## src/rtl/sr_pkg.sv

```systemverilog
// Shared definitions for the shift-register serial controller.
//  - CMD_*      : {c1,c0} command codes understood by the universal shift register
//  - sr_state_e : controller FSM states
//  - state_ctrl : Moore decode of a state into the register's {en, c1, c0} pins
package sr_pkg;

  localparam logic [1:0] CMD_HOLD = 2'b00;
  localparam logic [1:0] CMD_SHR  = 2'b01;
  localparam logic [1:0] CMD_SHL  = 2'b10;
  localparam logic [1:0] CMD_LOAD = 2'b11;

  typedef enum logic [2:0] {
    StIdle  = 3'd0,
    StLoad  = 3'd1,
    StShift = 3'd2,
    StHold  = 3'd3,
    StGap   = 3'd4
  } sr_state_e;

  function automatic logic [2:0] state_ctrl(sr_state_e st);
    logic [2:0] ctrl;
    ctrl = {1'b0, CMD_HOLD};
    case (st)
      StLoad:  ctrl = {1'b1, CMD_LOAD};
      StShift: ctrl = {1'b1, CMD_SHR};
      default: ctrl = {1'b0, CMD_HOLD};
    endcase
    return ctrl;
  endfunction

endpackage

```

## src/rtl/sr_serial_ctrl_if.sv

```systemverilog
// Byte handshake between a data source and sr_serial_ctrl.
//  tx_data  : byte to send (source -> controller)
//  tx_valid : tx_data valid (source -> controller)
//  tx_ready : controller can accept a byte (controller -> source)
interface sr_serial_ctrl_if #(
  parameter int unsigned WIDTH = 8
);
  logic [WIDTH-1:0] tx_data;
  logic             tx_valid;
  logic             tx_ready;

  modport master (output tx_data, output tx_valid, input tx_ready);
  modport slave  (input tx_data, input tx_valid, output tx_ready);
endinterface

```

## src/rtl/sr_bit_timer.sv

```systemverilog
// Loadable down-counter timing the HOLD and GAP phases.
//  clk, rst : clock and synchronous active-high reset
//  load     : capture load_val (takes priority over counting)
//  load_val : start value; the phase lasts load_val+1 cycles
//  count    : current count
//  tc       : terminal count, high while count is zero
module sr_bit_timer #(
  parameter int unsigned W = 1
) (
  input  logic         clk,
  input  logic         rst,
  input  logic         load,
  input  logic [W-1:0] load_val,
  output logic [W-1:0] count,
  output logic         tc
);

  logic [W-1:0] cnt_q;

  always_ff @(posedge clk) begin
    if (rst) begin
      cnt_q <= '0;
    end else if (load) begin
      cnt_q <= load_val;
    end else if (cnt_q != '0) begin
      cnt_q <= cnt_q - W'(1);
    end
  end

  assign count = cnt_q;
  assign tc    = (cnt_q == '0);

endmodule

```

## src/rtl/sr_serial_ctrl.sv

```systemverilog
// Sequencer for an 8-bit universal shift register: accepts a byte, parallel-loads it, then shifts
// it right WIDTH times and emits the register flag (the bit shifted out) as an LSB-first stream.
//  sr_clk, sr_rst        : clock and synchronous active-high reset
//  tx                    : byte handshake (tx_data / tx_valid / tx_ready)
//  srdata_in             : captured byte for the register's parallel input
//  sr_en, sr_c1, sr_c0   : register enable and command
//  sr_flag               : register flag (bit shifted out of the LSB)
//  ser_out, ser_valid    : registered serial bit and its one-cycle strobe
//  done                  : pulse with the last bit's strobe
//  busy                  : high whenever not idle
module sr_serial_ctrl
  import sr_pkg::*;
#(
  parameter int unsigned WIDTH      = 8,
  parameter int unsigned BIT_CYCLES = 1,
  parameter int unsigned GAP_CYCLES = 1
) (
  input  logic             sr_clk,
  input  logic             sr_rst,
  sr_serial_ctrl_if.slave  tx,
  output logic [WIDTH-1:0] srdata_in,
  output logic             sr_en,
  output logic             sr_c1,
  output logic             sr_c0,
  input  logic             sr_flag,
  output logic             ser_out,
  output logic             ser_valid,
  output logic             done,
  output logic             busy
);

  localparam int unsigned TmrMax = (BIT_CYCLES > GAP_CYCLES) ? BIT_CYCLES : GAP_CYCLES;
  localparam int unsigned TmrW   = (TmrMax > 1) ? $clog2(TmrMax) : 1;
  localparam int unsigned CntW   = $clog2(WIDTH);

  localparam logic [TmrW-1:0] HoldLd  = TmrW'(BIT_CYCLES - 1);
  localparam logic [TmrW-1:0] GapLd   = (GAP_CYCLES > 0) ? TmrW'(GAP_CYCLES - 1) : '0;
  localparam logic [CntW-1:0] LastBit = CntW'(WIDTH - 1);

  sr_state_e       state_q;
  logic [CntW-1:0] bit_cnt_q;
  logic            tmr_load;
  logic [TmrW-1:0] tmr_val;
  logic [TmrW-1:0] tmr_count;
  logic            tmr_tc;
  logic            last_bit;
  logic            first_hold;
  logic [2:0]      ctrl;

  assign last_bit   = (bit_cnt_q == LastBit);
  // The timer is loaded with HoldLd on the way into HOLD, so that value marks the first cycle.
  assign first_hold = (tmr_count == HoldLd);

  // SHIFT always arms the HOLD timer; the last HOLD arms the GAP timer when a gap exists.
  always_comb begin
    tmr_load = 1'b0;
    tmr_val  = HoldLd;
    if (state_q == StShift) begin
      tmr_load = 1'b1;
    end else if (state_q == StHold && tmr_tc && last_bit && GAP_CYCLES != 0) begin
      tmr_load = 1'b1;
      tmr_val  = GapLd;
    end
  end

  sr_bit_timer #(
    .W (TmrW)
  ) u_timer (
    .clk      (sr_clk),
    .rst      (sr_rst),
    .load     (tmr_load),
    .load_val (tmr_val),
    .count    (tmr_count),
    .tc       (tmr_tc)
  );

  always_ff @(posedge sr_clk) begin
    if (sr_rst) begin
      state_q   <= StIdle;
      srdata_in <= '0;
      bit_cnt_q <= '0;
      ser_out   <= 1'b0;
      ser_valid <= 1'b0;
      done      <= 1'b0;
    end else begin
      ser_valid <= 1'b0;
      done      <= 1'b0;
      unique case (state_q)
        StIdle: begin
          if (tx.tx_valid) begin
            srdata_in <= tx.tx_data;
            bit_cnt_q <= '0;
            state_q   <= StLoad;
          end
        end
        StLoad:  state_q <= StShift;
        StShift: state_q <= StHold;
        StHold: begin
          // The flag was updated by the preceding SHIFT edge, so it is stable here.
          if (first_hold) begin
            ser_out   <= sr_flag;
            ser_valid <= 1'b1;
            done      <= last_bit;
          end
          if (tmr_tc) begin
            if (last_bit) begin
              state_q <= (GAP_CYCLES == 0) ? StIdle : StGap;
            end else begin
              bit_cnt_q <= bit_cnt_q + CntW'(1);
              state_q   <= StShift;
            end
          end
        end
        StGap: begin
          if (tmr_tc) state_q <= StIdle;
        end
        default: state_q <= StIdle;
      endcase
    end
  end

  assign ctrl                  = state_ctrl(state_q);
  assign {sr_en, sr_c1, sr_c0} = ctrl;
  assign tx.tx_ready           = (state_q == StIdle);
  assign busy                  = (state_q != StIdle);

endmodule

```

## src/flat_wrapper.sv

```systemverilog
// flat-port wrapper written by rule: the top's interface ports become plain ports
module sr_serial_ctrl_flat import sr_pkg::*;
#(
  parameter int unsigned WIDTH      = 8,
  parameter int unsigned BIT_CYCLES = 1,
  parameter int unsigned GAP_CYCLES = 1
)
  (sr_clk, sr_rst, srdata_in, sr_en, sr_c1, sr_c0, sr_flag, ser_out, ser_valid, done, busy, tx_tx_data, tx_tx_valid, tx_tx_ready);
  sr_serial_ctrl_if #(.WIDTH(WIDTH)) tx_i ();
  input  logic sr_clk;
  input  logic sr_rst;
  output logic [WIDTH-1:0] srdata_in;
  output logic sr_en;
  output logic sr_c1;
  output logic sr_c0;
  input  logic sr_flag;
  output logic ser_out;
  output logic ser_valid;
  output logic done;
  output logic busy;
  input wire logic [$bits(tx_i.tx_data)-1:0] tx_tx_data;
  input wire logic [$bits(tx_i.tx_valid)-1:0] tx_tx_valid;
  output wire logic [$bits(tx_i.tx_ready)-1:0] tx_tx_ready;
  assign tx_i.tx_data = tx_tx_data;
  assign tx_i.tx_valid = tx_tx_valid;
  assign tx_tx_ready = tx_i.tx_ready;
  sr_serial_ctrl #(.WIDTH(WIDTH), .BIT_CYCLES(BIT_CYCLES), .GAP_CYCLES(GAP_CYCLES)) u_core (.sr_clk(sr_clk), .sr_rst(sr_rst), .tx(tx_i), .srdata_in(srdata_in), .sr_en(sr_en), .sr_c1(sr_c1), .sr_c0(sr_c0), .sr_flag(sr_flag), .ser_out(ser_out), .ser_valid(ser_valid), .done(done), .busy(busy));
endmodule
```

## config.mk

```make
export PLATFORM = sky130hd
export DESIGN_NAME = sr_serial_ctrl_flat
export DESIGN_NICKNAME = d
export VERILOG_FILES = /design/src/rtl/sr_pkg.sv /design/src/rtl/sr_serial_ctrl_if.sv /design/src/rtl/sr_bit_timer.sv /design/src/rtl/sr_serial_ctrl.sv /design/src/flat_wrapper.sv
export SDC_FILE = /design/constraint.sdc
export NUM_CORES = 1
export LEC_CHECK = 0
export ABC_AREA = 1
export CAP_MARGIN = 40
export CELL_PAD_IN_SITES_DETAIL_PLACEMENT = 0
export CELL_PAD_IN_SITES_GLOBAL_PLACEMENT = 1
export CORE_MARGIN = 5
export CORE_UTILIZATION = 32
export DETAILED_ROUTE_END_ITERATION = 16
export PLACE_DENSITY_LB_ADDON = 0.1
export SKIP_LAST_GASP = 1
export SYNTH_ARGS = -nofsm -noshare
export SYNTH_HDL_FRONTEND = slang
export SYNTH_HIERARCHICAL = 1
export SYNTH_SLANG_ARGS = --single-unit
export TNS_END_PERCENT = 50
```

## constraint.sdc

```tcl
create_clock -name sr_clk -period 1.3 [get_ports sr_clk]
set_input_delay 0.13 -clock sr_clk [delete_from_list [all_inputs] [get_ports sr_clk]]
set_output_delay 0.13 -clock sr_clk [all_outputs]
set_load 0.1 [all_outputs]
```

* After elaboration in Yosys (flattened, before gate mapping)
Index checks and enable logic that the tools add are counted.
** Cells by class
- Add/subtract/negate cells :: 2
- Eq/ne operators :: 9
- Mux-type cells :: 13
- Bitwise logic cells :: 2
- Reductions and logical operators :: 12
** Operators by type and width (count)
- 2-to-1 mux 3 bit :: 7
- case mux 3 bit (5 select lines) :: 1
- case mux 3 bit (2 select lines) :: 2
- inequality test 2 bit (second input constant) :: 4
- equality test 3 x 2 -> 1 bit (second input constant) :: 2
- equality test 3 bit (second input constant) :: 2
- OR reduction 3 bit :: 2
- AND reduction 2 bit :: 2
- AND reduction 4 bit :: 1
- adder 3 x 1 -> 3 bit (second input constant) :: 1
- equality test 3 x 1 -> 1 bit (second input constant) :: 1
- logical NOT 3 bit :: 1
- 2-to-1 mux 1 bit :: 3
- AND reduction 3 bit :: 1
- nonzero test 3 bit :: 1
- logical AND 1 bit :: 2
- inverter 1 bit :: 2
- nonzero test 2 bit :: 1
- OR reduction 2 bit :: 1
- subtractor 1 bit (second input constant) :: 1
** Storage, ports and cells
- Flip-flop bits (word level) :: 18
- Bits of input ports :: 12
- Output and inout port bits :: 16
- Logic and storage cells :: 45

* Longest topological paths before layout
- Depth after elaboration :: 6
- Mapped depth :: 8

* By module
The synthesis kept the hierarchy.
** Modules (own cells, without submodules)
- sr_serial_ctrl :: times used 1, cells each 108, area an instance 862.1 sq um
- sr_bit_timer :: times used 1, cells each 4, area an instance 33.8 sq um

* Least setup slack after synthesis
Ideal clock, no wire load.
- Kind :: register to output
- Start :: register u_core.state_q[2]
- End :: output port sr_en
- Arrival time :: 1.722 ns
- Data required time :: 1.170 ns
- Slack :: -0.552 ns
- Cell stages (with the launch flop) :: 5
- Path buffers :: 1
- Path through :: dfxtp_1 > nor2_4 > nand2_1 > nand2_1 > buf_4
** Between the ends
- Longest elaborated chain between the ends :: 2
- Elaborated cells between the ends (all ways) :: 3
** RTL lines
- start: declaration :: RTL line sr_serial_ctrl.sv:40 : sr_state_e state_q;
- start signal: assignment :: RTL line sr_serial_ctrl.sv:79 : state_q <= StIdle;
- start signal: assignment :: RTL line sr_serial_ctrl.sv:93 : state_q <= StLoad;
- start signal: assignment :: RTL line sr_serial_ctrl.sv:96 : StLoad: state_q <= StShift;
- equality test 3 x 2 -> 1 bit or equality test 3 x 1 -> 1 bit (tied branches) :: RTL line sr_pkg.sv:23 : case (st)
- case mux 3 bit (2 select lines) (*) :: RTL line sr_pkg.sv:23
- end: declaration :: RTL line flat_wrapper.sv:13 : output logic sr_en;
Every way passes the cells marked *; elsewhere a longest branch is shown, timed or not.

* Worst setup path after layout
- Start :: register u_core.state_q[2]
- End :: output port tx_tx_ready
** Between the ends
- Longest elaborated chain between the ends :: 1
** RTL lines
- logical NOT 3 bit :: RTL line sr_serial_ctrl.sv:124 : assign tx.tx_ready = (state_q == StIdle);
- end: declaration :: RTL line flat_wrapper.sv:23 : output wire logic [$bits(tx_i.tx_ready)-1:0] tx_tx_ready;
No other way between the ends.

==> results <==
[worst paths after layout]
check	from	end	slack (ns)	depth (start not counted)
hold / removal	tx_tx_data[1]	u_core/srdata_in[1]	0.41	3
setup reg to reg	u_core/state_q[2]	u_core/ser_out	-0.01	6
hold reg to reg	u_core/ser_out	u_core/ser_out	0.50	2
setup / recovery	u_core/state_q[2]	tx_tx_ready	-0.09	5
[layout by cell type, fill, tap and decap left out, types with 2 or more instances in the layout]
master and count:
a21oi_2 8, inv_2 2, dfxtp_1 15, buf_12 17
nand2_1 11, nor2_1 12, clkbuf_4 3, nand3_1 16
ha_1 2, clkdlybuf4s50_1 11, nand2_2 12, a21oi_1 2
nor2_2 2, inv_1 7, nor2_4 2, nand2_8 2
dfxtp_4 2, buf_4 12
[kinds of logic (layout without fill, tap and decap cells)]
group,count (synthesis),in the layout
AOI/OAI and AO/OA,12,12
buffers and inverters,16,56
DFF,18,18
adders and majority gates,2,2
other,1,1
and+or+nand+nor,63,63
[worst max-delay path: cells and delay by family, from the launching register on]
| kind | cells | cell delay, ns |
|---|---|---|
| flops | 1 | 0.37 |
| buf+inv | 3 | 0.31 |
| simple gates | 2 | 0.28 |
[metal layers]
layer	vias up	wire length, um
li1	438	-
met1	365	974
met2	16	1030
met3	4	119
met4	0	30
met5	-	0
[final cells by class]
class                   count  share of cell area [%]
clock buffers               4                    2.36
flip-flops and latches     18                    24.0
well taps                  31                    2.53
inverters                  12                    3.67
multi-input cells          78                    32.2
repair buffers             40                    35.2
[sequential cells by signal, summed over array words and instances, names as in the netlist]
register,count
u_core/state_q,3
u_core/srdata_in,8
u_core/u_timer/count,1
u_core/ser_out,1
u_core/ser_valid,1
u_core/done,1
u_core/bit_cnt_q,3
[power groups by stage]
stage	Sequential, W	Combinational (W)	Clock [W]
2_1_floorplan	0.000857	0.000678	0
3_3_place_gp	0.000685	0.00124	0
3_5_place_dp	0.000689	0.00124	0
4_1_cts	0.000672	0.00131	0.000373
5_1_grt	0.000682	0.00138	0.000406
6_report	0.000673	0.00132	0.000357
[through the flow]
step           setup slack, ns  hold slack, ns  total power, W
3_5_place_dp           -0.0378           0.489         0.00193
2_1_floorplan          -0.0811           0.207         0.00153
5_1_grt                 -0.163           0.390         0.00247
6_report               -0.0887           0.408         0.00235
4_1_cts                 -0.110           0.404         0.00235
3_3_place_gp            0.0194           0.472         0.00192
[repair_timing]
action                                  CTS  global route
buffers inserted                          7             2
pin swaps                                 3             2
endpoints found under the setup margin    8            17
gates resized for setup                   8             2
==> results.sh <==
export IMPL_ys_async_sr_fraction_pct=0
export IMPL_hpwl_um=1630
export IMPL_syn_area_per_cell_sq_um=8.00
export IMPL_drt_iter0_markers=27
export IMPL_wl_per_cell_um=11.8
export IMPL_synth_commonest_cells="dfxtp_1 (18), nand3_1 (17), nand2_1 (13), nor2_1 (13), nand2_2 (11)"
export IMPL_gp_congestion=0.836
export IMPL_intPower_w=0.00129
export IMPL_postCtsHoldBufs=0
export IMPL_yosys_top_cells_area="dfxtp_1 (40%), nand3_1 (9.5%), a21oi_2 (7.8%)"
export IMPL_crit_path_max_incr_delay_ns=0.37
export IMPL_diodes=0
export IMPL_final_antenna_net_count=0
export IMPL_synth_top_family_by_area="simple AND/OR/NAND/NOR gates"
export IMPL_synth_top_area_share_pct=40.2
export IMPL_design_area_sq_um=1540
export IMPL_period_minus_slack_ns=1.39
export IMPL_grt_met3_usage_pct=4.50
export IMPL_synth_edf_count=0
export IMPL_worst_clock_skew_ns=0.00183
export IMPL_cts_tree="yes"
export IMPL_rsz0062_at_grt="true"
export IMPL_rows=19
export IMPL_min_path_type="primary input to flip-flop"
export IMPL_ys_types=24
export IMPL_hold_violations=0
export IMPL_swShare_pct=45.2
export IMPL_num_io_pins=28
export IMPL_path_clk_slew_ns=0.11
export IMPL_pwr_share_comb_pct=56.2
export IMPL_fin_util_pct=56.6
export IMPL_fin_setup_tns_ns=-0.403
export IMPL_clock_sinks=18
export IMPL_overflow=0
export IMPL_clockBufferDepth=2
export IMPL_io_buffers=27
export IMPL_cp_start_kind="flip-flop"
export IMPL_yosys_area_top_type="dfxtp_1"
export IMPL_setup_viol=6
export IMPL_p_switching_w=0.00106
export IMPL_violations="setup timing"
export IMPL_die_y_um=62.9
export IMPL_cp_slowest_cell="dfxtp_4"
export IMPL_path_cells="nor2_4 -> nand2_8 -> inv_6 -> buf_12 -> buf_12"
export IMPL_place_inst=170
export IMPL_synth_compound_area_share_pct=10.3
export IMPL_synthCells=112
export IMPL_irDropWorstVdd_mv=1.07
export IMPL_drv_slew=0
export IMPL_multi_input_area_sq_um=494
export IMPL_grt_pass1_wl_um=3800
export IMPL_start_util_pct=33.1
export IMPL_drv_cap=0
export IMPL_cp_data_required_time_ns=1.17
export IMPL_syn_area_sq_um=896
export IMPL_synth_main_ff_cell="dfxtp_1"
export IMPL_synth_fa_ha_area_share_pct=2.79
export IMPL_core_area_sq_um=2710
export IMPL_final_net_count=167
export IMPL_grtUsageTotal_pct=11.8
export IMPL_syn_nets=126
export IMPL_synth_simple_area_share_pct=37.8
export IMPL_fill_cells=269
export IMPL_endpoint_kind="output pin"
export IMPL_dieArea_sq_um=3960
export IMPL_setup_slack_ns=-0.0887
export IMPL_drive_gt1_share_pct=46.1
export IMPL_clkLatencyLatePin_ns=0.30
export IMPL_cts_made_buffers=3
export IMPL_synthToLayoutAreaGrowth_pct=71.4
export IMPL_p_per_area_nw_per_um2=1530
export IMPL_antenna_found_initial=0
export IMPL_path_common_cell="buf_12"
export IMPL_die_w_um=62.9
export IMPL_fmax_ghz=0.720
export IMPL_postPlaceCellArea_sq_um=1400
export IMPL_ys_ff_latch=18
export IMPL_root_buffer="clkbuf_4"
export IMPL_grt_max_degree=11
export IMPL_synth_most_common_cell="dfxtp_1"
export IMPL_grt_busiest_layer="met2"
export IMPL_avgViaCountPerCell=4.50
export IMPL_crit_type="flip-flop to output pin"
export IMPL_worst_ep_arrival_time_ns=1.26
export IMPL_cts_max_level=1
export IMPL_p_clk_share_pct=15.2
export IMPL_synth_xor_area_share_pct=0
export IMPL_vias=823
export IMPL_seq_power_share_pct=28.6
export IMPL_use_met2_pct=18.3
export IMPL_outcome="complete, but fails checks"
export IMPL_synth_mux_area_share_pct=0
export IMPL_routed_wl_um=2150
export IMPL_register_area_sq_um=369
export IMPL_power_leakage_nw=0.640
export IMPL_drc=0
export IMPL_first_global_vias=830
export IMPL_post_route_period_util_pct=107
export IMPL_final_cells=183
export IMPL_grt_util_met1_pct=14.6
export IMPL_dr_pass1_iters=2
export IMPL_yosysWarnings=6
export IMPL_seq_area_frac_synth_pct=40.2
export IMPL_crit_fanout=3
(Power assumes the default switching activity.)
